`src/rtl/alu_arb_pkg.sv`:
```
// Shared types and defaults for the two-requester ALU arbiter.
package alu_arb_pkg;

  localparam int DATA_W_DEF = 4;
  localparam int CNT_W_DEF  = 8;

  typedef enum logic [1:0] {
    IDLE = 2'd0,
    EXEC = 2'd1,
    RESP = 2'd2
  } arb_state_e;

  typedef logic arb_id_t;

endpackage

```
`src/rtl/rr_arb2.sv`:
```
// Two-way round-robin picker: favours the requester that did not win last.
module rr_arb2
  import alu_arb_pkg::*;
(
  input  logic [1:0] req,
  input  logic       last_grant,
  output logic [1:0] gnt,
  output logic       gnt_id
);

  arb_id_t other_s;

  assign other_s = ~last_grant;

  // Winner selection; falls back to the previous winner when it is alone
  always_comb begin
    gnt    = 2'b00;
    gnt_id = other_s;
    if (req[other_s]) begin
      gnt[other_s] = 1'b1;
      gnt_id       = other_s;
    end else if (req[last_grant]) begin
      gnt[last_grant] = 1'b1;
      gnt_id          = last_grant;
    end else begin
      gnt    = 2'b00;
      gnt_id = other_s;
    end
  end

endmodule

```
`src/rtl/alu_arbiter.sv`:
```
// Shares one external add/zero ALU between two requesters, one op in flight.
// Define ALU_ARB_STATS_EN to add saturating per-requester grant counters.
module alu_arbiter
  import alu_arb_pkg::*;
#(
  parameter int DATA_W = DATA_W_DEF,
  parameter int CNT_W  = CNT_W_DEF
) (
  input  logic              clk,
  input  logic              rst_n,
  input  logic [1:0]        req_valid,
  output logic [1:0]        req_ready,
  input  logic [DATA_W-1:0] req_a0,
  input  logic [DATA_W-1:0] req_b0,
  input  logic              req_sel0,
  input  logic [DATA_W-1:0] req_a1,
  input  logic [DATA_W-1:0] req_b1,
  input  logic              req_sel1,
  output logic              rsp_valid,
  input  logic              rsp_ready,
  output logic              rsp_id,
  output logic [DATA_W-1:0] rsp_out,
  output logic              rsp_zero,
  output logic [DATA_W-1:0] alu_a,
  output logic [DATA_W-1:0] alu_b,
  output logic              alu_select,
  input  logic [DATA_W-1:0] alu_out,
  input  logic              alu_zero,
  output logic              busy
`ifdef ALU_ARB_STATS_EN
  ,
  output logic [CNT_W-1:0]  grant_cnt0,
  output logic [CNT_W-1:0]  grant_cnt1
`endif
);

  arb_state_e        state_r;
  arb_state_e        state_nxt_s;
  arb_id_t           last_grant_r;
  arb_id_t           id_r;
  logic [1:0]        gnt_s;
  logic              gnt_id_s;
  logic              accept_s;
  logic [DATA_W-1:0] op_a_s;
  logic [DATA_W-1:0] op_b_s;
  logic              op_sel_s;

  rr_arb2 u_rr_arb2 (
    .req        (req_valid),
    .last_grant (last_grant_r),
    .gnt        (gnt_s),
    .gnt_id     (gnt_id_s)
  );

  // Operand steering from the current winner
  always_comb begin
    op_a_s   = req_a0;
    op_b_s   = req_b0;
    op_sel_s = req_sel0;
    if (gnt_id_s) begin
      op_a_s   = req_a1;
      op_b_s   = req_b1;
      op_sel_s = req_sel1;
    end else begin
      op_a_s   = req_a0;
      op_b_s   = req_b0;
      op_sel_s = req_sel0;
    end
  end

  // Next state and the combinational accept handshake (IDLE only)
  always_comb begin
    state_nxt_s = state_r;
    accept_s    = 1'b0;
    req_ready   = 2'b00;
    case (state_r)
      IDLE: begin
        // req_ready is held low while reset is asserted
        if (rst_n && (req_valid != 2'b00)) begin
          req_ready   = gnt_s;
          accept_s    = 1'b1;
          state_nxt_s = EXEC;
        end else begin
          state_nxt_s = IDLE;
        end
      end
      EXEC: state_nxt_s = RESP;
      RESP: begin
        if (rsp_ready) begin
          state_nxt_s = IDLE;
        end else begin
          state_nxt_s = RESP;
        end
      end
      default: state_nxt_s = IDLE;
    endcase
  end

  // FSM, operand issue, result capture and status registers
  always_ff @(posedge clk or negedge rst_n) begin
    if (!rst_n) begin
      state_r      <= IDLE;
      last_grant_r <= 1'b1;
      id_r         <= 1'b0;
      alu_a        <= {DATA_W{1'b0}};
      alu_b        <= {DATA_W{1'b0}};
      alu_select   <= 1'b0;
      rsp_out      <= {DATA_W{1'b0}};
      rsp_zero     <= 1'b0;
      rsp_id       <= 1'b0;
      rsp_valid    <= 1'b0;
      busy         <= 1'b0;
    end else begin
      state_r   <= state_nxt_s;
      rsp_valid <= (state_nxt_s == RESP);
      busy      <= (state_nxt_s != IDLE);
      if (accept_s) begin
        alu_a        <= op_a_s;
        alu_b        <= op_b_s;
        alu_select   <= op_sel_s;
        id_r         <= gnt_id_s;
        last_grant_r <= gnt_id_s;
      end
      if (state_r == EXEC) begin
        rsp_out  <= alu_out;
        rsp_zero <= alu_zero;
        rsp_id   <= id_r;
      end
    end
  end

`ifdef ALU_ARB_STATS_EN
  logic [CNT_W-1:0] cnt0_r;
  logic [CNT_W-1:0] cnt1_r;

  // Saturating acceptance counters per requester
  always_ff @(posedge clk or negedge rst_n) begin
    if (!rst_n) begin
      cnt0_r <= {CNT_W{1'b0}};
      cnt1_r <= {CNT_W{1'b0}};
    end else if (accept_s) begin
      if (!gnt_id_s) begin
        if (cnt0_r != {CNT_W{1'b1}}) cnt0_r <= cnt0_r + {{(CNT_W-1){1'b0}}, 1'b1};
      end else begin
        if (cnt1_r != {CNT_W{1'b1}}) cnt1_r <= cnt1_r + {{(CNT_W-1){1'b0}}, 1'b1};
      end
    end
  end

  assign grant_cnt0 = cnt0_r;
  assign grant_cnt1 = cnt1_r;
`endif

endmodule

```
`config.mk`:
```
export PLATFORM = sky130hd
export DESIGN_NAME = alu_arbiter
export DESIGN_NICKNAME = d
export VERILOG_FILES = /design/src/rtl/alu_arb_pkg.sv /design/src/rtl/rr_arb2.sv /design/src/rtl/alu_arbiter.sv
export SDC_FILE = /design/constraint.sdc
export NUM_CORES = 1
export LEC_CHECK = 0
export ABC_AREA = 1
export BUFFER_PORTS_ARGS = -buffer_cell sky130_fd_sc_hd__buf_2
export CAP_MARGIN = 20
export CELL_PAD_IN_SITES_DETAIL_PLACEMENT = 1
export CELL_PAD_IN_SITES_GLOBAL_PLACEMENT = 1
export CORE_MARGIN = 10
export CORE_UTILIZATION = 29
export CTS_BUF_LIST = sky130_fd_sc_hd__clkbuf_16
export DETAILED_ROUTE_END_ITERATION = 8
export PLACE_DENSITY_LB_ADDON = 0.2
export SLEW_MARGIN = 20
export SYNTH_ARGS = -nofsm -noshare
export SYNTH_HDL_FRONTEND = slang
export SYNTH_SLANG_ARGS = --single-unit
```
`constraint.sdc`:
```
create_clock -name clk -period 1.49 [get_ports clk]
set_input_delay 0.298 -clock clk [delete_from_list [all_inputs] [get_ports clk]]
set_output_delay 0.298 -clock clk [all_outputs]
set_load 0.005 [all_outputs]
```
# --- Word level (Yosys, flattened, before mapping) ---
# Cells that the tools add are included.
op_classes:
  mux: 22
  n_reduce_logical: 6
  magnitude_cmp: 4
  n_eq_ne: 3
  n_bitwise: 1
ops:
  columns: ["cell", "n"]
  rows:
  - ["two-way mux 1 bit", 12]
  - ["two-way mux 2 bit", 5]
  - ["two-way mux 4 bit", 2]
  - ["case mux 2 bit (3 select lines)", 1]
  - ["== test 2 bit (second input constant)", 2]
  - ["< comparator 1 x 2 -> 1 bit (second input constant)", 2]
  - ["nonzero test 2 bit", 2]
  - ["logical AND 1 bit", 3]
  - ["demux 1 bit (select 1 bit)", 2]
  - ["== test 2 x 1 -> 1 bit (second input constant)", 1]
  - [">= comparator 1 bit (second input constant)", 2]
  - ["logical NOT 2 bit", 1]
  - ["inverter 1 bit", 1]
word_totals:
  output_inout_bits: 19
  in_bits: 28
  reg_bits: 21
  elab_cells: 47

# --- Longest topological paths before layout ---
logic_depth:
  ltp_word: 8
  depth_mapped: 10

# --- Modules after synthesis ---
# Synthesis repeated with hierarchy kept, for this count alone.
hier_totals:
  cells_unflattened: 137
  hier_area_um2: 1053.5
by_module_without_submodules:
  columns: ["mod", "seq_area_each_um2", "instances", "area_per_inst_um2", "cells_each"]
  rows:
  - ["alu_arbiter", 526.8, 1, 989.7, 124]
  - ["rr_arb2", 0.0, 1, 63.8, 13]

# --- Worst setup path after synthesis ---
# OpenSTA, ideal clock, no wires.
synth_path:
  kind: "register to register"
  from: "reg last_grant_r"
  to: "reg alu_a[0]"
  setup_slack_ns: -0.056
  arrival_ns: 1.428
  stages_incl_launch_ff: 10
  cell_sequence: "dfstp_2 > inv_1 > o21ai_0 > ha_1 > inv_1 > nand2_2 > nand2_2 > nand2_1 > nand3_1 > nand2_1"
synth_between:
  elab_chain_cells: 5
  elab_cells_between_ends: 8
  cone_classes: "mux: 7; bitwise: 1"
synth_lines:
  columns: ["element", "line", "text"]
  rows:
  - ["from (decl)", "alu_arbiter.sv:39", "arb_id_t last_grant_r;"]
  - ["from (signal assigned)", "alu_arbiter.sv:122", "last_grant_r <= gnt_id_s;"]
  - ["two-way mux 1 bit (implied by the code) (2 in series)", "rr_arb2.sv:22", "end else if (req[last_grant]) begin"]
  - ["two-way mux 1 bit", "rr_arb2.sv:22", null]
  - ["two-way mux 1 bit (*)", "rr_arb2.sv:19", "if (req[other_s]) begin"]
  - ["two-way mux 4 bit (*)", "alu_arbiter.sv:60", "if (gnt_id_s) begin"]
  - ["to (signal assigned)", "alu_arbiter.sv:105", "alu_a <= {DATA_W{1'b0}};"]
  - ["to (signal assigned)", "alu_arbiter.sv:118", "alu_a <= op_a_s;"]
  - ["to (decl)", "alu_arbiter.sv:24", "output logic [DATA_W-1:0] alu_a,"]
# Every way passes the cells marked *; elsewhere a longest branch is shown, timed or not. The select of a mux whose other input is x is not followed.
# A chain may end at the register's enable or synchronous reset.

# --- Worst setup path after layout ---
layout_path:
  from: "reg last_grant_r"
  to: "out req_ready[1]"
layout_between:
  elab_chain_cells: 8
  elab_cells_between_ends: 19
  cone_classes: "order compare: 4; mux: 12; bitwise: 1; reduce/logical: 2"
layout_lines:
  columns: ["element", "line", "text"]
  rows:
  - ["< comparator 1 x 2 -> 1 bit (implied by the code) (tied with other cells)", "rr_arb2.sv:23", "gnt[last_grant] = 1'b1;"]
  - ["logical AND 1 bit (implied by the code) (tied with other cells)", "rr_arb2.sv:23", null]
  - ["two-way mux 1 bit (implied by the code) or logical AND 1 bit (tied branches)", "rr_arb2.sv:23, rr_arb2.sv:20", null]
  - ["demux 1 bit (select 1 bit) or two-way mux 1 bit (tied branches)", null, null]
  - ["two-way mux 2 bit or demux 1 bit (select 1 bit) (tied branches)", null, null]
  - ["two-way mux 2 bit (*)", "rr_arb2.sv:19", null]
  - ["two-way mux 2 bit (*)", "alu_arbiter.sv:79", "if (rst_n && (req_valid != 2'b00)) begin"]
  - ["two-way mux 2 bit (*)", "alu_arbiter.sv:76", "case (state_r)"]
  - ["to (decl)", "alu_arbiter.sv:12", "output logic [1:0] req_ready,"]
# Marks and branches as above.

==> summary.md <==
| Metric | Value |
|---|---|
| Post-synth EDFFs | 0 |
| Switching Power | 1080 uW |
| Maximum vdd drop | approximately 580 uV |
| Primary FF master, synth | dfrtp_1 |
| Most frequent cell after synthesis | nand2_1 |
| FF+latch count, synth | 21 |
| Setup-failing EPs final | 13 |
| Vias in the first global route | approximately 1100 |
| Unrepaired setup endpoints after global routing | true |
| Post-DP HPWL | 2480 um |
| Hold crit path type | primary input to asynchronous set/reset pin |
| Initial Utilization | 0.296 |
| Yosys cell types | 17 |
| Post-Synthesis Cells | 136 |
| Ys Warns | 0 |
| CP endpoint kind | primary output |
| Die ar. | 0.00654 sq mm |
| Root Buffer | clkbuf_16 |
| Max Slew Vio Count | 0 |
| Port-buffer cells | between 40 and 50 |
| Critical Path Start Type | register |
| Pre-antenna DRT Iters | 4 |
| Cts bufs inserted | 3 |
| Status | finished, violations left |
| Via count | 1018 |
| DRC | 0 |
| Slew @ Worst Pin | 0.617 ns |
| GRT Total Usage | 0.102 |
| Pre-CTS setup slack | -0.153 ns |
| Final WS setup | -0.183 ns |
| Clk sinks | 21 |
| Clock period minus worst slack | approximately 1.7 ns |
| Total core area | ~0.0036 sq mm |
| Clk buf depth | 2 |
| DRT iter0 DRCs | 30 |
| Leakage | between 0.0009 and 0.001 uW |
| Largest cells by area after synthesis | dfrtp_1 (47%), nand2_1 (14%), inv_1 (10%) |
| Final Cycle Share | 1.12 |
| CTS tree | done |
| Ports | between 40 and 50 |
| Setup CP Type | register to primary output |
| Yosys top cell area share | 0.466 |
| Antenna diodes | 0 |
| Required time of the worst setup path | ~1.2 ns |
| Die H | between 80 and 90 um |
| Antenna viol nets, final | 0 |
| Critical path data arrival time | ~1.4 ns |
| Skew-Pair Late Insertion Delay | 0.25 ns |
| H-tree Lvls | 1 |
| First-pass GRT wire length | approximately 5400 um |
| Area Growth Syn to Fin | 39.7% |
| Initial antenna violation count | 0 |
| Share of cells above drive strength 1 | 0.400 |
| Synth Net Count | approximately 170 |
| Critical-path maximum fanout | 4 |
| Placed insts | between 200 and 250 |
| Pint | between 1500 and 2000 uW |
| Via density | approximately 4.3 |
| Mapped Avg Cell Area | ~8 sq um |
| Routability Congestion | between 0.7 and 0.8 |
| Comb pwr share | 0.457 |
| GRT overflow | 0 |
| Final-report hold violation count | 0 |
| Number of max-cap violations | 0 |
| Post-CTS Hold Buffers | 0 |
| Post-synthesis sequential area ratio | 0.490 |
| Slew margin rel. | 0.588 |
| Reg clk slew, reported paths | ~0.060 ns |
| Die Wd | 80.9 um |
| Cell accounting for the most synthesized area | dfrtp_1 |
| # rows | 22 |
| Post-synth top cells | nand2_1 (40), inv_1 (29), dfrtp_1 (20) |
| Sw frac | 0.382 |
| Clk_skew | between 0.002 and 0.0025 ns |
| Final nets | 220 |
| Fmax | between 500 and 600 MHz |
| Pwr dens | 1880 mW/mm^2 |
| Mapped cell area | around 0.0011 sq mm |
| Flop pwr share | 0.342 |
| Failing checks | setup timing |
| Wire length per cell | 13.4 um |
| FFs w/ async S/R, synth | 1.00 |
| Largest net degree at the start of global routing | 22 |
| Layout Cells excl Fill | between 200 and 250 |
| Clock Power Share | 0.201 |
| WL final | approximately 3200 um |
==> layer usage <==
layer  part of all wire  global-route usage
met1               0.42               0.114
met2               0.49               0.174
met3              0.085              0.0430
met4             0.0044              0.0260
met5                  0                   0
==> power groups by stage <==
stage                     Clock (uW)  Combinational (uW)  Sequential, uW
after detailed placement           0                1180             979
after global routing             613                1480            1000
after CTS                        577                1310             974
final                            567                1290             967
after global placement             0                1150             959
after floorplan                    0                 692             994
==> layout by cell type (no fill, tap or decap), drive strengths merged <==
master / count
buf: 54
nand2: 44
inv: 30
dfrtp: 20
nand3: 19
o21ai: 10
nor2: 5
clkbuf: 3
or2: 1
nand3b: 1
ha: 1
clkinv: 1
dfstp: 1
==> area by class of cell <==
cell class / instances / area (sq um)
sequential: 21 / 527
clock inverter: 1 / 5.00
timing repair buffer: 54 / 290
clock buffer: 3 / 75.1
fill: 483 / 2130
inverter: 30 / 115
multi-input combinational: 81 / 429
tap: 48 / 60.1
==> state kept, by name, indices dropped and copies added, names as in the netlist, 2 cells and up <==
| signal | flops |
|---|---|
| alu_b | 4 |
| rsp_out | 4 |
| state_r | 2 |
| alu_a | 4 |
==> cells by family (layout without fill, tap and decap cells) <==
group | after synthesis | count (layout) | share of synthesized area
compound gates | 10 | 10 | 0.0675
fa+ha+maj | 1 | 1 | 0.0116
buf+inv | 35 | 88 | 0.148
flops | 21 | 21 | 0.490
simple gates | 69 | 70 | 0.283
==> critical path, cell delays in order, from the launching register on <==
cell and delay [ns]:
dfstp_2 0.54, inv_2 0.05, nand2_1 0.06, o21ai_2 0.05, ha_2 0.16, o21ai_2 0.10
nor2_1 0.04, buf_2 0.12
==> path summary, 6_finish.rpt <==
| kind | cells after the start | slack, ns | to | start |
|---|---|---|---|---|
| worst min register to register | 2 | 0.48 | alu_b[0]$_DFFE_PN0P_ | alu_b[0]$_DFFE_PN0P_ |
| min in group clk | 3 | 0.29 | rsp_out[3]$_DFFE_PN0N_ | alu_out[3] |
| worst min-delay path | 2 | 0.03 | state_r[1]$_DFF_PN0_ | rst_n |
| worst max-delay path | 7 | -0.18 | req_ready[1] | last_grant_r$_DFFE_PN1P_ |
| max in group asynchronous | 2 | 1.19 | last_grant_r$_DFFE_PN1P_ | rst_n |
| worst max register to register | 9 | -0.13 | id_r$_DFFE_PN0P_ | last_grant_r$_DFFE_PN1P_ |
==> what timing repair did <==
item                       in CTS  in global routing
pin swaps                       5                  3
gates resized for setup         6                  2
hold endpoints to repair        0                  0
setup buffers                   3                  0
setup endpoints to repair      13                 13
gates cloned                    1                  0
==> per-stage QoR <==
step	util	hold WS [ns]	power, uW	area, sq um	setup TNS [ns]
2_1_floorplan	-	0.00241	1690	1080	0
3_3_place_gp	0.376	0.301	2110	1370	-0.642
3_5_place_dp	0.376	0.304	2160	1370	-1.41
4_1_cts	0.411	0.0361	2860	1490	-1.39
5_1_grt	0.413	0.0542	3090	1500	-2.35
6_report	0.413	0.0276	2820	1500	-1.05
(Power assumes the default switching activity.)
